File: src/rtl/if_fetch_queue.sv
// Instruction-fetch queue: owns the PC, issues in-order imem reads and buffers returns toward ID.
// Optional same-cycle bypass of an rvalid word into an empty queue when IFQ_BYPASS_EN is defined.
module if_fetch_queue #(
  parameter logic [31:0] RESET_PC  = 32'h8000_0000,
  parameter int          DEPTH     = 4,
  parameter int          MAX_OUTST = 2
) (
  input  logic        clk,
  input  logic        rst_n,
  output logic        imem_req,
  output logic [31:0] imem_addr,
  input  logic        imem_gnt,
  input  logic        imem_rvalid,
  input  logic [31:0] imem_rdata,
  output logic        IF_valid,
  input  logic        ID_ready,
  output logic [31:0] inst,
  output logic [31:0] pc,
  output logic [31:0] snpc,
  input  logic        redirect_valid,
  input  logic [31:0] redirect_pc
);

  localparam int PW = $clog2(DEPTH);
  localparam int OW = $clog2(MAX_OUTST + 1);
  localparam int TW = (MAX_OUTST > 1) ? $clog2(MAX_OUTST) : 1;

  typedef enum logic [1:0] {BOOT, RUN, DRAIN} state_e;

  state_e          state_q;
  logic [31:0]     fetch_pc_q, fetch_pc_d;
  logic [PW:0]     wr_ptr_q, wr_ptr_d, rd_ptr_q, rd_ptr_d;
  logic [OW-1:0]   outst_q, outst_d, drop_q, drop_d;
  logic [TW-1:0]   tag_wr_q, tag_wr_d, tag_rd_q, tag_rd_d;
  logic [31:0]     inst_mem_q [DEPTH];
  logic [31:0]     pc_mem_q   [DEPTH];
  logic [31:0]     tag_pc_q   [MAX_OUTST];

  logic [PW:0]     count;
  logic            empty, credit_ok, fire, redir, byp, push, pop;
  logic [31:0]     head_inst, head_pc, tag_head;

  function automatic logic [TW-1:0] tag_inc(input logic [TW-1:0] p);
    return (p == TW'(MAX_OUTST - 1)) ? '0 : p + 1'b1;
  endfunction

  always_comb begin
    count     = wr_ptr_q - rd_ptr_q;
    empty     = (count == '0);
    credit_ok = ((int'(outst_q) + int'(count)) < DEPTH) && (int'(outst_q) < MAX_OUTST);
    redir     = redirect_valid && (state_q != BOOT);
    imem_req  = (state_q == RUN) && !redirect_valid && credit_ok;
    imem_addr = fetch_pc_q;
    fire      = imem_req && imem_gnt;
    head_inst = inst_mem_q[rd_ptr_q[PW-1:0]];
    head_pc   = pc_mem_q[rd_ptr_q[PW-1:0]];
    tag_head  = tag_pc_q[tag_rd_q];
`ifdef IFQ_BYPASS_EN
    byp       = empty && (drop_q == '0) && !redir && imem_rvalid && (state_q != BOOT);
`else
    byp       = 1'b0;
`endif
    IF_valid  = !empty || byp;
    inst      = !empty ? head_inst : (byp ? imem_rdata : 32'h0);
    pc        = !empty ? head_pc   : (byp ? tag_head   : 32'h0);
    snpc      = IF_valid ? pc + 32'd4 : 32'h0;

    // A bypassed word taken by ID this cycle never enters the FIFO
    push      = imem_rvalid && (drop_q == '0) && !redir && !(byp && ID_ready);
    pop       = !empty && ID_ready && !redir;

    outst_d   = outst_q + OW'(fire) - OW'(imem_rvalid);
    tag_wr_d  = fire ? tag_inc(tag_wr_q) : tag_wr_q;
    tag_rd_d  = imem_rvalid ? tag_inc(tag_rd_q) : tag_rd_q;
    wr_ptr_d  = push ? wr_ptr_q + 1'b1 : wr_ptr_q;
    rd_ptr_d  = pop  ? rd_ptr_q + 1'b1 : rd_ptr_q;
    fetch_pc_d = fire ? fetch_pc_q + 32'd4 : fetch_pc_q;
    drop_d    = (imem_rvalid && (drop_q != '0)) ? drop_q - 1'b1 : drop_q;

    if (redir) begin
      wr_ptr_d   = '0;
      rd_ptr_d   = '0;
      fetch_pc_d = redirect_pc;
      drop_d     = outst_d;
    end
  end

  always_ff @(posedge clk or negedge rst_n) begin
    if (!rst_n) begin
      state_q    <= BOOT;
      fetch_pc_q <= RESET_PC;
      wr_ptr_q   <= '0;
      rd_ptr_q   <= '0;
      outst_q    <= '0;
      drop_q     <= '0;
      tag_wr_q   <= '0;
      tag_rd_q   <= '0;
    end else begin
      fetch_pc_q <= fetch_pc_d;
      wr_ptr_q   <= wr_ptr_d;
      rd_ptr_q   <= rd_ptr_d;
      outst_q    <= outst_d;
      drop_q     <= drop_d;
      tag_wr_q   <= tag_wr_d;
      tag_rd_q   <= tag_rd_d;
      case (state_q)
        BOOT:      state_q <= RUN;
        RUN,
        DRAIN:     state_q <= (drop_d != '0) ? DRAIN : RUN;
        default:   state_q <= BOOT;
      endcase
    end
  end

  // Storage carries no reset; validity is tracked purely by the pointers
  always_ff @(posedge clk) begin
    if (push) begin
      inst_mem_q[wr_ptr_q[PW-1:0]] <= imem_rdata;
      pc_mem_q[wr_ptr_q[PW-1:0]]   <= tag_head;
    end
    if (fire) begin
      tag_pc_q[tag_wr_q] <= fetch_pc_q;
    end
  end

endmodule
File: config.mk
export PLATFORM = sky130hd
export DESIGN_NAME = if_fetch_queue
export DESIGN_NICKNAME = d
export VERILOG_FILES = /design/src/rtl/if_fetch_queue.sv
export SDC_FILE = /design/constraint.sdc
export NUM_CORES = 1
export LEC_CHECK = 0
export BUFFER_PORTS_ARGS = -buffer_cell sky130_fd_sc_hd__buf_2
export CAP_MARGIN = 15
export CORE_ASPECT_RATIO = 0.5
export CORE_MARGIN = 2
export CORE_UTILIZATION = 62
export DETAILED_ROUTE_END_ITERATION = 16
export PLACE_DENSITY = 0.84
export SLEW_MARGIN = 10
export SYNTH_ARGS = -nofsm -noshare
export SYNTH_HDL_FRONTEND = slang
export SYNTH_SLANG_ARGS = --single-unit
export TNS_END_PERCENT = 50
File: constraint.sdc
create_clock -name clk -period 9.1 [get_ports clk]
set_input_delay 0.91 -clock clk [delete_from_list [all_inputs] [get_ports clk]]
set_output_delay 0.91 -clock clk [all_outputs]
set_load 0.1 [all_outputs]
==> results.py, run 1 <==
metrics = {
    "timing": {
        "timing.fmax_mhz": 158,
        "finalHoldViolations": 0,
        "setup_slack_ps": 2780,
        "hold_slack_ps": 432,
        "finalCriticalPeriod_ps": 6320,
        "slew_viol_final": 0,
        "setup_viol": 0,
        "period_share_pct": 69.5,
        "finClkSkew_ps": 24.0,
        "rsz0062_at_grt": "no",
        "slew_headroom_pct": 33.1,
        "tightestPinTransition_ps": 1000,
        "fin_tns_setup_ps": 0,
    },
    "floorplanning": {
        "fp-row-count": 40,
        "die_h_um": 116,
        "die_width_um": 227,
        "die_area_mm2": 0.0263,
        "ios": 200,
        "initial_core_util_pct": 63.8,
        "coreArea_mm2": 0.0243,
    },
    "detailed_routing": {
        "finalWirelength_mm": 33.0,
        "avgRoutedWirePerCell_um": 22.3,
        "first_iter_violations": 804,
        "drc": 0,
        "postRouteAntennaNets": 0,
        "first_pass_iters": 5,
        "num_vias": 9053,
        "viasPerCell": 6.10,
    },
    "yosys": {
        "synth_most_common_cell": "edfxtp_1",
        "yosysWarnings": 0,
        "netlist_top_cells_area": "edfxtp_1 62%, mux4_2 7.7%, dfrtp_1 7.3%",
        "synth_cells": 924,
        "synth_top_area_share_pct": 62.1,
        "synth_ff_type": "edfxtp_1",
        "synthDistinctLibCells": 53,
        "synth_nets": 1010,
        "synth_edf_count": 320,
        "synth_top_area_cell": "edfxtp_1",
        "yosys-top-cells-count": "320 x edfxtp_1, 67 x and2_1, 55 x nand2_1",
        "syn_avg_cell_area_um2": 16.8,
        "ys_ff_latch": 366,
        "synth.yosys.seq_area_share_pct": 69.5,
        "ys_async_sr_fraction_pct": 12.6,
        "syn_area_mm2": 0.0155,
    },
    "setup_path": {
        "r2r-end": "state_q[0]$_DFF_PN0_",
        "r2r_cells": 15,
        "cp_slowest_cell": "dfrtp_4",
        "path_cells": "ha_1, inv_1, fa_1, xnor3_1, nor2_2, buf_4, inv_1, buf_4, and2_1, ha_1, and3_1, nand3_4, or4_1, a21oi_1, buf_2",
        "endpoint_kind": "output pin",
        "cp.arrival_ps": 5410,
        "crit_end": "snpc[22]",
        "path_class": "reg2out",
        "cp_max_fo": 62,
        "rrSetupSlack_ps": 4210,
        "critPathLaunchType": "register",
        "slowest_delay_ps": 620,
        "regToRegStartpoint": "rd_ptr_q[0]$_DFFE_PN0P_",
        "cp_data_required_time_ps": 8190,
        "crit_start": "rd_ptr_q[0]$_DFFE_PN0P_",
    },
    "placement": {
        "io_buffers": 199,
        "pre_cts_slack_ps": 3480,
        "dp_hpwl_mm": 21.0,
        "place_congestion": 0.895,
    },
    "clocking": {
        "cts_setup_buffers": 0,
        "root_buffer": "clkbuf_16",
        "clk_pin_slew_ps": 70,
        "htreeDepth": 1,
        "cts_resized": 0,
        "worstSkewPairLatency_ps": 570,
        "ctsLongestPathBuffers": 3,
        "clkSinkCount": 366,
        "cts_buffers": 30,
        "cts_tree": "built",
        "cts_hold_buf": 0,
    },
    "final_layout": {
        "nets": 1211,
        "antenna_cells": 0,
        "syn_to_final_growth_pct": 14.1,
        "drive_gt1_share_pct": 32.3,
        "fill_cells": 1441,
        "multi_input_area_mm2": 0.00441,
        "regArea_mm2": 0.0108,
    },
    "grt": {
        "antenna_found_initial": 0,
        "grt_pass1_wl_mm": 49.9,
        "overflow": 0,
        "grt_util_all_layers_pct": 25.5,
        "grt_pass1_vias": 9037,
        "grt_start_max_net_pins": 67,
    },
    "min_path": {
        "hold_class": "in2async",
    },
    "job": {
        "drv_cap": 0,
    },
    "outcome": {
        "outcome": "complete, no violations",
    },
}
cell usage in the layout (no fill, tap or decap), drive strengths merged, types with 10 or more instances in the layout:
master  netlist  final
ha           15     15
nor2         47     47
buf          17    212
edfxtp      320    320
mux4         64     64
and3         10     10
clkbuf       26     44
inv          21     22
nand3        25     25
xnor2        12     12
nand4        20     20
dfrtp        45     45
mux2         46     46
or3          11     11
xor2         25     25
o21ai        29     29
and2         67     67
nand2        56     56
nor4         12     12
worst min-delay path by stage:
stage | to | slack [ps] | cells past startpoint
4_1_cts | imem_addr[26]$_DFFE_PN0N_ | 430 | 2
3_5_place_dp | tag_wr_q$_DFFE_PN0P_ | 500 | 1
6_report | imem_addr[22]$_DFFE_PN0N_ | 430 | 2
5_1_grt | imem_addr[25]$_DFFE_PN0N_ | 470 | 2
2_1_floorplan | tag_wr_q$_DFFE_PN0P_ | 460 | 1
3_3_place_gp | tag_pc_q[0][1]$_DFFE_PP_ | 480 | 0
logic make-up (layout without fill, tap and decap cells):
kind of cell    after synthesis  in the layout  synth area share, %
buf+inv                      64            287                 2.09
simple gates                272            272                 9.66
mux                         112            112                 13.1
compound gates               56             56                 2.11
xor+xnor                     38             38                 2.24
fa+ha+maj                    16             16                 1.34
flops                       366            366                 69.5
per-layer routing:
layer  up-vias  global-route usage [%]  part of all wire, %
li1       3971                       -                    -
met4         0                    7.06                  2.0
met2       394                    43.0                   50
met5         -                       0                    0
met3        56                    4.64                  6.8
met1      4632                    35.1                   41
critical path: cells and delay by family (launching register included):
family          cells  cell delay, ps
flops               1             620
simple gates        5            1400
buf+inv             5            1290
compound gates      1             160
xor+xnor            1             510
fa+ha+maj           3             810
sequential cells by signal, indices dropped and copies added (netlist names):
signal / flops
inst_mem_q: 128
tag_pc_q: 64
wr_ptr_q: 3
pc_mem_q: 128
state_q: 2
outst_q: 2
drop_q: 2
tag_rd_q: 1
imem_addr: 32
tag_wr_q: 1
rd_ptr_q: 3
per-stage QoR:
stage	instance area (um^2)	util, %	std cells
2_1_floorplan	15500	-	924
3_3_place_gp	16800	69.1	1429
3_5_place_dp	16800	69.1	1429
4_1_cts	17700	72.8	1483
5_1_grt	17700	72.8	1483
6_report	17700	72.8	1483
final cells by class:
cell class              instances  share of cell area [%]
well taps                     336                    2.38
clock inverters                10                   0.489
flip-flops and latches        366                    60.9
multi-input cells             494                    25.0
clock buffers                  44                    4.60
inverters                      21                   0.446
repair buffers                212                    6.19
Power of run 1 is left out: the tool's default activity adds up to more than one toggle a clock period on the data nets, which glitch-free logic cannot reach.
==> run 2, diff against run 1 <==
--- a/config.mk
+++ b/config.mk
@@ -9,9 +9,9 @@
 export CAP_MARGIN = 15
 export CORE_ASPECT_RATIO = 0.5
 export CORE_MARGIN = 2
-export CORE_UTILIZATION = 62
+export CORE_UTILIZATION = 52
 export DETAILED_ROUTE_END_ITERATION = 16
-export PLACE_DENSITY = 0.84
+export PLACE_DENSITY = 0.75
 export SLEW_MARGIN = 10
 export SYNTH_ARGS = -nofsm -noshare
 export SYNTH_HDL_FRONTEND = slang
==> constraint.sdc (replaced) <==
create_clock -name clk -period 5.8 [get_ports clk]
set_input_delay 0.58 -clock clk [delete_from_list [all_inputs] [get_ports clk]]
set_output_delay 0.58 -clock clk [all_outputs]
set_load 0.1 [all_outputs]
==> results.py, run 2 (same netlist as run 1, synthesis figures left out) <==
metrics = {
    "detailed_routing": {
        "first_pass_iters": 5,
        "viasPerCell": 5.73,
        "finalWirelength_mm": 32.5,
        "num_vias": 8842,
        "avgRoutedWirePerCell_um": 21.0,
        "postRouteAntennaNets": 0,
        "first_iter_violations": 755,
        "drc": 0,
    },
    "timing": {
        "tightestPinTransition_ps": 992,
        "slew_viol_final": 0,
        "period_share_pct": 89.6,
        "timing.fmax_mhz": 192,
        "setup_slack_ps": 601,
        "finalHoldViolations": 0,
        "rsz0062_at_grt": "no",
        "finClkSkew_ps": 32.7,
        "slew_headroom_pct": 33.9,
        "finalCriticalPeriod_ps": 5200,
        "setup_viol": 0,
    },
    "final_layout": {
        "final_cell_mix": "320 x edfxtp_1, 186 x buf_2, 61 x and2_1",
        "syn_to_final_growth_pct": 17.2,
        "layout_commonest_cell": "edfxtp_1",
        "drive_gt1_share_pct": 34.0,
        "nets": 1215,
        "fill_cells": 2048,
        "final_util_pct": 62.3,
    },
    "clocking": {
        "cts_resized": 0,
        "cts_hold_buf": 0,
        "clkSinkCount": 366,
        "ctsLongestPathBuffers": 3,
        "root_buffer": "clkbuf_16",
        "clk_pin_slew_ps": 70,
        "cts_setup_buffers": 0,
        "cts_buffers": 31,
        "worstSkewPairLatency_ps": 580,
        "htreeDepth": 1,
        "cts_tree": "built",
    },
    "setup_path": {
        "path_common_cell": "ha_1",
        "cp_slowest_cell": "dfrtp_4",
        "path_class": "reg2out",
        "cp_data_required_time_ps": 5220,
        "cp.arrival_ps": 4620,
        "path_cells": "ha_1, inv_1, fa_1, nand2b_1, nor2_2, clkinv_1, buf_4, and2_4, ha_1, and3_1, nand3_4, or4_1, a21oi_4, buf_12",
        "slowest_delay_ps": 630,
        "endpoint_kind": "output pin",
        "cp_max_fo": 24,
        "critPathLaunchType": "register",
    },
    "min_path": {
        "hold_class": "in2async",
    },
    "placement": {
        "dp_hpwl_mm": 21.0,
        "io_buffers": 199,
        "place_congestion": 0.848,
        "pre_cts_slack_ps": 1190,
    },
    "floorplanning": {
        "die_width_um": 248,
        "coreArea_mm2": 0.0291,
        "initial_core_util_pct": 53.2,
        "die_area_mm2": 0.0313,
        "die_h_um": 126,
        "fp-row-count": 44,
        "ios": 200,
    },
    "grt": {
        "grt_use_met3_pct": 3.11,
        "overflow": 0,
        "grt_pass1_vias": 8928,
        "top_usage_layer": "met2",
        "grt_pass1_wl_mm": 49.8,
        "use_met1_pct": 29.0,
        "grt_util_all_layers_pct": 21.0,
        "grt.met2_usage_pct": 34.8,
        "grt_start_max_net_pins": 65,
        "antenna_found_initial": 1,
    },
    "job": {
        "drv_cap": 0,
    },
    "outcome": {
        "outcome": "complete, no violations",
    },
}
## run 2: changes by cell type in the layout (fill, tap and decap cells not counted), sizes merged
cell,change
clkinv,+5
clkbuf,-8
bufinv,+3
diode,+1
buf,+3
clkinvlp,+3
inv,-1
## run 2: layout make-up
type	instances	area, um^2	area share (%)
flip-flops and latches	366	10800	59.3
repair buffers	215	1310	7.22
clock buffers	36	805	4.43
clock inverters	20	224	1.23
inverters	21	78.8	0.434
diodes	1	2.50	0.0138
multi-input cells	494	4470	24.6
well taps	391	489	2.70
## run 2: critical path: cells and delay by family, from the launching register on
family	cells	cell delay [ps]
DFF	1	630
AOI/OAI and AO/OA	1	200
adders and majority gates	3	910
buffers and inverters	4	580
and+or+nand+nor	6	1700
## run 2: stage by stage
step                cells  area (um^2)  setup TNS (ps)  hold WS, ps
floorplan             924        15500            -537          284
global placement     1487        17100               0          481
detailed placement   1487        17100               0          500
CTS                  1543        18100               0         88.5
global route         1544        18100               0          126
finish               1544        18100               0         78.0
## run 2: per-layer routing
layer,part of all wire (%),vias to the layer above
met2,50,257
li1,-,3991
met4,2.5,0
met5,0,-
met1,43,4534
met3,4.6,60
## run 2: worst paths after layout
kind	startpoint	end	slack, ps	cells past startpoint
max	rd_ptr_q[0]$_DFFE_PN0P_	snpc[22]	600	14
min	rst_n	imem_addr[26]$_DFFE_PN0N_	80	2
max reg2reg	rd_ptr_q[0]$_DFFE_PN0P_	state_q[0]$_DFF_PN0_	1380	15
min reg2reg	imem_addr[1]$_DFFE_PN0P_	tag_pc_q[1][1]$_DFFE_PP_	520	0
max in group asynchronous	rst_n	rd_ptr_q[0]$_DFFE_PN0P_	5220	2
min in group clk	redirect_pc[1]	imem_addr[1]$_DFFE_PN0P_	190	3
Power of run 2 is left out for the same reason.
==> run 3, diff against run 2 <==
--- a/config.mk
+++ b/config.mk
@@ -12,6 +12,7 @@
 export CORE_UTILIZATION = 52
 export DETAILED_ROUTE_END_ITERATION = 16
 export PLACE_DENSITY = 0.75
+export RECOVER_POWER = 100
 export SLEW_MARGIN = 10
 export SYNTH_ARGS = -nofsm -noshare
 export SYNTH_HDL_FRONTEND = slang
==> results.py, run 3 (same netlist as run 1, synthesis figures left out) <==
metrics = {
    "placement": {
        "place_congestion": 0.848,
        "dpl-instance-area_mm2": 0.0171,
        "io_buffers": 199,
        "dp_hpwl_mm": 21.0,
        "dpl.cell_count": 1487,
    },
    "detailed_routing": {
        "num_vias": 8852,
        "first_pass_iters": 5,
        "finalWirelength_mm": 32.6,
        "first_iter_violations": 816,
        "postRouteAntennaNets": 0,
        "avgRoutedWirePerCell_um": 21.1,
        "drc": 0,
        "viasPerCell": 5.73,
    },
    "setup_path": {
        "rrSetupSlack_ps": 950,
        "r2r-end": "tag_pc_q[0][26]$_DFFE_PP_",
        "r2r_cells": 9,
        "cp_data_required_time_ps": 5220,
        "cp.arrival_ps": 4870,
        "endpoint_kind": "output pin",
        "path_class": "reg2out",
        "regToRegStartpoint": "rd_ptr_q[0]$_DFFE_PN0P_",
        "crit_end": "snpc[22]",
        "crit_start": "rd_ptr_q[0]$_DFFE_PN0P_",
        "critPathLaunchType": "register",
        "cp_max_fo": 24,
    },
    "timing": {
        "slew_viol_final": 446,
        "slew_headroom_pct": -177,
        "finClkSkew_ps": 31.6,
        "rsz0062_at_grt": "no",
        "tightestPinTransition_ps": 4150,
        "finalCriticalPeriod_ps": 5450,
        "finalHoldViolations": 0,
        "period_share_pct": 94.0,
        "timing.fmax_mhz": 183,
        "setup_viol": 0,
    },
    "clocking": {
        "cts_buffers": 31,
        "ctsLongestPathBuffers": 3,
        "clk_pin_slew_ps": 70,
        "cts_setup_buffers": 0,
        "cts_resized": 0,
        "htreeDepth": 1,
        "root_buffer": "clkbuf_16",
        "clkSinkCount": 366,
        "worstSkewPairLatency_ps": 580,
        "cts_hold_buf": 0,
        "cts_tree": "built",
    },
    "final_layout": {
        "drive_gt1_share_pct": 18.1,
        "nets": 1215,
        "final_cell_mix": "320 x edfxtp_1, 142 x clkbuf_1, 61 x and2_1",
        "syn_to_final_growth_pct": 15.0,
        "fin_area_mm2": 0.0178,
        "layout_commonest_cell": "edfxtp_1",
        "stdcell_count": 1544,
    },
    "grt": {
        "grt_start_max_net_pins": 65,
        "overflow": 0,
        "antenna_found_initial": 0,
        "grt_pass1_vias": 8928,
        "grt_util_all_layers_pct": 21.0,
        "grt_pass1_wl_mm": 49.8,
    },
    "floorplanning": {
        "ios": 200,
        "coreArea_mm2": 0.0291,
        "die_width_um": 248,
        "initial_core_util_pct": 53.2,
        "die_area_mm2": 0.0313,
        "fp-row-count": 44,
        "die_h_um": 126,
    },
    "job": {
        "drv_cap": 10,
    },
    "min_path": {
        "hold_path.startpoint": "redirect_pc[1]",
        "hold_class": "in2reg",
    },
    "outcome": {
        "violations": "max-capacitance violations, max-slew violations",
        "outcome": "finished, violations left",
    },
}
-- run 3: area by class of cell --
| type | instances | area (um^2) |
|---|---|---|
| inverter | 21 | 78.8 |
| tap | 391 | 489 |
| antenna | 1 | 2.50 |
| fill | 2154 | 11300 |
| clock inverter | 20 | 224 |
| sequential | 366 | 10800 |
| multi-input combinational | 494 | 4430 |
| clock buffer | 36 | 805 |
| timing repair buffer | 215 | 1010 |
-- run 3: critical path: stages, from the launching register on --
cell and delay [ps]:
dfrtp_4 630, ha_1 220, inv_1 70, fa_1 520
nand2b_1 280, nor2_1 110, clkinv_1 70, buf_4 260
and2_4 210, ha_1 170, and3_1 350, nand3_4 170
or4_1 590, a21oi_4 160, buf_2 460
-- run 3: how the worst min path moves through the flow --
stage / cells after the start / slack [ps] / to
after floorplan: 0 / 280 / drop_q[0]$_DFF_PN0_
after global placement: 0 / 480 / tag_pc_q[0][0]$_DFFE_PP_
after detailed placement: 0 / 500 / tag_pc_q[1][1]$_DFFE_PP_
after CTS: 2 / 90 / imem_addr[26]$_DFFE_PN0N_
after global routing: 3 / 190 / imem_addr[11]$_DFFE_PN0N_
final: 3 / 190 / imem_addr[1]$_DFFE_PN0P_
-- run 3: routing by layer --
layer | routed length (um) | GRT usage (%)
met5 | 0 | 0
met4 | 863 | 6.59
met3 | 1490 | 3.11
met2 | 16200 | 34.8
met1 | 14100 | 29.0
-- run 3: metrics by stage --
step	utilization [%]	hold slack, ps	TNS (ps)	setup slack [ps]
6_report	61.1	187	0	347
5_1_grt	61.1	190	0	124
4_1_cts	62.3	88.5	0	551
3_5_place_dp	58.8	500	0	1190
3_3_place_gp	58.8	481	0	1220
2_1_floorplan	-	284	-537	-271
Power of run 3 is left out for the same reason.
